--- config.mk ---
export PLATFORM = sky130hd
export DESIGN_NAME = arb_client
export DESIGN_NICKNAME = d
export VERILOG_FILES = /design/src/rtl/arb_client.sv
export SDC_FILE = /design/constraint.sdc
export NUM_CORES = 1
export LEC_CHECK = 0
export CORE_MARGIN = 4
export CORE_UTILIZATION = 60
export DETAILED_ROUTE_END_ITERATION = 6
export PLACE_DENSITY = 0.85
export SLEW_MARGIN = 10
export SYNTH_ARGS = -nofsm -noshare
export SYNTH_HDL_FRONTEND = slang
export SYNTH_SLANG_ARGS = --single-unit
--- constraint.sdc ---
create_clock -name clk -period 10 [get_ports clk]
set_input_delay 1.5 -clock clk [delete_from_list [all_inputs] [get_ports clk]]
set_output_delay 1.5 -clock clk [all_outputs]
set_load 0.1 [all_outputs]
--- src/rtl/arb_client.sv ---
// Leaf requester for one child port of an arbitration-tree cell.
// Latency: accepted job raises request on the next edge; the lock lasts len cycles and release lasts one cycle.
// Backpressure: job_ready is high only in IDLE; the request is held until ack arrives (never withdrawn).
module arb_client #(
  parameter int LEN_W      = 8,
  parameter int CNT_W      = 16,
  parameter int STARVE_LIM = 64
) (
  input  logic             clk,
  input  logic             rst,
  input  logic             job_valid,
  input  logic [LEN_W-1:0] job_len,
  output logic             job_ready,
  input  logic             ack,
  output logic [1:0]       req,
  output logic             in_lock,
  output logic             done,
  output logic [CNT_W-1:0] grant_cnt,
  output logic [CNT_W-1:0] max_wait,
  output logic             starve,
  output logic             proto_err
);

  // The state encoding is the handshake code driven on req.
  typedef enum logic [1:0] {
    ST_IDLE    = 2'd0,
    ST_REQUEST = 2'd1,
    ST_LOCK    = 2'd2,
    ST_RELEASE = 2'd3
  } state_e;

  // The cell uses an inverted boolean: a low ack means "granted".
  localparam logic ACK_TRUE = 1'b0;
  localparam logic [CNT_W:0] LIM = (CNT_W+1)'(STARVE_LIM);

  state_e           state_q, state_d;
  logic [LEN_W-1:0] len_q, len_d;
  logic [LEN_W-1:0] hold_q, hold_d;
  logic [CNT_W-1:0] wait_q, wait_d;
  logic [CNT_W-1:0] grant_q, grant_d;
  logic [CNT_W-1:0] maxw_q, maxw_d;
  logic             starve_q, starve_d;
  logic             perr_q, perr_d;

  logic [CNT_W:0]   wait_p1;
  logic [CNT_W-1:0] wait_inc;
  logic [CNT_W-1:0] grant_inc;
  logic             starve_hit;

  // Saturating increments; the unsaturated wait+1 is kept for the starve compare.
  always_comb begin
    wait_p1    = {1'b0, wait_q} + (CNT_W+1)'(1);
    wait_inc   = (wait_q == '1) ? wait_q : wait_p1[CNT_W-1:0];
    grant_inc  = (grant_q == '1) ? grant_q : grant_q + CNT_W'(1);
    starve_hit = (STARVE_LIM != 0) && (wait_p1 == LIM);
  end

  // Next-state and statistics update for the four-phase handshake.
  always_comb begin
    state_d  = state_q;
    len_d    = len_q;
    hold_d   = hold_q;
    wait_d   = wait_q;
    grant_d  = grant_q;
    maxw_d   = maxw_q;
    starve_d = starve_q;
    perr_d   = perr_q;

    // A grant outside REQUEST is a cell bug; flag it and otherwise ignore it.
    if (ack == ACK_TRUE && state_q != ST_REQUEST) begin
      perr_d = 1'b1;
    end

    case (state_q)
      ST_IDLE: begin
        if (job_valid) begin
          len_d   = (job_len == '0) ? LEN_W'(1) : job_len;
          wait_d  = '0;
          state_d = ST_REQUEST;
        end
      end
      ST_REQUEST: begin
        // Starve may set in the same cycle as the grant; both take effect.
        if (starve_hit) begin
          starve_d = 1'b1;
        end
        if (ack == ACK_TRUE) begin
          state_d = ST_LOCK;
          hold_d  = len_q;
          grant_d = grant_inc;
          maxw_d  = (wait_inc > maxw_q) ? wait_inc : maxw_q;
        end else begin
          wait_d = wait_inc;
        end
      end
      ST_LOCK: begin
        hold_d = hold_q - LEN_W'(1);
        if (hold_q == LEN_W'(1)) begin
          state_d = ST_RELEASE;
        end
      end
      ST_RELEASE: begin
        state_d = ST_IDLE;
      end
      default: begin
        state_d = ST_IDLE;
      end
    endcase
  end

  // State and statistics registers; reset is abrupt, the tree resets alongside.
  always_ff @(posedge clk) begin
    if (rst) begin
      state_q  <= ST_IDLE;
      len_q    <= '0;
      hold_q   <= '0;
      wait_q   <= '0;
      grant_q  <= '0;
      maxw_q   <= '0;
      starve_q <= 1'b0;
      perr_q   <= 1'b0;
    end else begin
      state_q  <= state_d;
      len_q    <= len_d;
      hold_q   <= hold_d;
      wait_q   <= wait_d;
      grant_q  <= grant_d;
      maxw_q   <= maxw_d;
      starve_q <= starve_d;
      perr_q   <= perr_d;
    end
  end

  // Every output is decoded from registers; ack never reaches an output combinationally.
  assign req       = state_q;
  assign job_ready = (state_q == ST_IDLE);
  assign in_lock   = (state_q == ST_LOCK);
  assign done      = (state_q == ST_RELEASE);
  assign grant_cnt = grant_q;
  assign max_wait  = maxw_q;
  assign starve    = starve_q;
  assign proto_err = perr_q;

endmodule

==> reports/metrics.cfg <==
[logic_synthesis]
ys.flop_type=dfxtp_1
synth_fp_nets=543
yosysWarnings=0
ys_types=59
synth.yosys.seq_area_share=0.344
synth_edf_count=0
synthArstFlopShare=0
synth.cell_area_sq_um=3960
synthesis.instances=506
avgSynthCellArea_sq_um=7.82
synth_seq_cells=68

[cells_and_area]
final_cells=618
fin_nets=575
layout_commonest_cell=dfxtp_1
fin_util=0.721
fillers=513
final-seq-area_sq_um=1360
area_growth_pct=16.3
multi_input_comb_area_sq_um=2340
diodes=0
final_cell_mix=68 x dfxtp_1, 56 x nor2_1, 49 x clkdlybuf4s50_1
drive_gt1_frac=0.0462

[cts]
cts_tree=yes
clock_latency_ns=0.34
cts_made_buffers=9
cts_root_buffer=clkbuf_8
cts_setup_buffers=0
ctsResizeCount=0
clkTransAtPathRegs_ns=0.07
htreeDepth=3
holdBufCountCts=0
clock_sinks=68
cts_max_path_buffers=2

[critical_path]
critPathLaunchType=flop
crit_buf_inv=0
cp.required_ns=10.25
slowest_stage=a21oi_1
crit_path_max_incr_delay_ns=0.92
crit_fanout=15
crit_family=simple AND/OR/NAND/NOR gates
worstSetupPathType=reg -> reg
arrival_ns=4.52
crit_path_cell_trace=ha_1 -> and3_1 -> nand3_1 -> nand2_1 -> ha_1 -> and4_1 -> nand3_1 -> nor3_1 -> a21oi_1 -> a21oi_1 -> nor3_1
cp-end-kind=flop

[power_and_ir_drop]
clkPwrFrac=0.182
p_sw_uw=624
powerDensity_nw_per_um2=270
intPower_uw=620
p_sw_frac=0.502
seqPwrFrac=0.280
pwr-share-comb=0.537
p_leak_uw=0.00176
finalPower_uw=1240
ir_drop_mv=0.301

[routing]
wl_per_cell_microns=14.9
wl_mm=9.22
drc_errors=0
detail-route-antenna-nets=0
vias=3735
drt_iter0_drc=251
vias_per_cell=6.04
drt_first_pass_iters=5

[timing]
max_slew_margin=0.204
post-route-min-period_ns=4.27
setup_violations=0
fmax_ghz=0.234
worst_pin_slew_ns=1.19
drv_slew=0
finClkSkew_ns=0.0100
fin_setup_tns_ns=0
hold_violations=0
rsz0062_at_grt=false
post-route-period-util=0.427

[placed_design]
place_congestion=0.873
dp.cells=604
hpwlAfterDp_mm=6.43
portBuffers=50

[global_route]
grt_pass1_vias=3612
grt_start_max_net_pins=71
track_usage=0.243
grt_pass1_wl_mm=15.6
grt_antenna_before_repair=0
grt_remaining_overflow=0

[die]
die_w_microns=89.2
core_sq_um=6390
initial_utilization=0.620
die-area_sq_um=7960
rows=29
chipHeight_microns=89.2
ios=51

[run]
cap_violations=0

[run_status]
run_status=finished, final reports clean

[hold_path]
min_path_type=reg -> reg

==> per-stage QoR <==
stage,hold WS [ns],worst slack [ns],cell area (sq um)
after CTS,0.461,5.76,4600
after floorplan,0.436,6.50,3960
final,0.460,5.73,4600
after global routing,0.489,5.37,4600
after global placement,0.446,5.85,4410
after detailed placement,0.449,5.66,4410
==> cells by family (layout without fill, tap and decap cells) <==
logic type | count (synthesis) | count (layout) | share of synthesized area
DFF | 68 | 68 | 0.344
adders and majority gates | 25 | 25 | 0.0790
xor gates and xnor gates | 23 | 23 | 0.0509
muxes | 6 | 6 | 0.0158
buffers and inverters | 59 | 94 | 0.0651
AOI/OAI and AO/OA | 118 | 118 | 0.183
and+or+nand+nor | 207 | 207 | 0.262
==> synthesized netlist by cell type (2+ instances only) <==
master    number  area share
a21o_1         4      0.0076
o31ai_1        2      0.0038
nor2_1        56       0.053
nand3_1       26       0.033
mux2_2         2      0.0057
a22oi_1        9       0.017
and2_1         3      0.0047
inv_1         28       0.027
nor2b_1        8       0.013
nor3_1        34       0.043
clkbuf_1      17       0.016
nand2_1       43       0.041
xor2_1        14       0.031
mux2i_1        4       0.010
o211ai_1       2      0.0038
xnor2_1        9       0.020
nand4_1       11       0.017
o22ai_1        4      0.0063
and4_1         5       0.011
buf_6          2      0.0057
and3_1         8       0.013
dfxtp_1       68        0.34
buf_4          2      0.0038
buf_2          7      0.0089
nand2b_1       2      0.0032
o21ai_0       21       0.027
ha_1          25       0.079
a221oi_1       2      0.0044
a31oi_1        6      0.0095
a21oi_1       48       0.061
a211oi_1       6       0.011
==> state kept, by name (all words and copies together), names as in the netlist <==
| name | flops |
|---|---|
| proto_err | 1 |
| len_q | 8 |
| wait_q | 16 |
| hold_q | 8 |
| grant_cnt | 16 |
| req | 2 |
| max_wait | 16 |
| starve | 1 |
==> tightest hold or removal path, delay by kind of cell, from the launching register on <==
family          cells  cell delay (ns)
compound gates      1             0.05
flops               1             0.31
simple gates        1             0.05
==> worst paths after layout <==
path              cells past startpoint      start          end  slack, ns
setup reg to reg                     11  wait_q[0]  max_wait[6]       5.73
hold reg to reg                       2   len_q[4]     len_q[4]       0.46
setup / recovery                     11  wait_q[0]  max_wait[6]       5.73
hold / removal                        2   len_q[4]     len_q[4]       0.46
==> routing by layer <==
| layer | part of all wire | up-vias | track usage |
|---|---|---|---|
| li1 | - | 1853 | - |
| met5 | 0 | - | 0 |
| met1 | 0.43 | 1762 | 0.294 |
| met2 | 0.50 | 99 | 0.426 |
| met3 | 0.039 | 21 | 0.0323 |
| met4 | 0.025 | 0 | 0.108 |
==> final cells by class <==
class	count	share of cell area
flip-flops and latches	68	0.296
multi-input cells	379	0.508
repair buffers	52	0.111
inverters	28	0.0228
well taps	77	0.0209
clock buffers	12	0.0337
clock inverters	2	0.00761
==> power by group through the flow <==
stage	clock (uW)	combinational, uW	sequential, uW
floorplan	0	369	505
global placement	0	648	352
detailed placement	0	663	354
CTS	229	668	348
global route	240	721	355
finish	227	669	349
(Power assumes the default switching activity.)
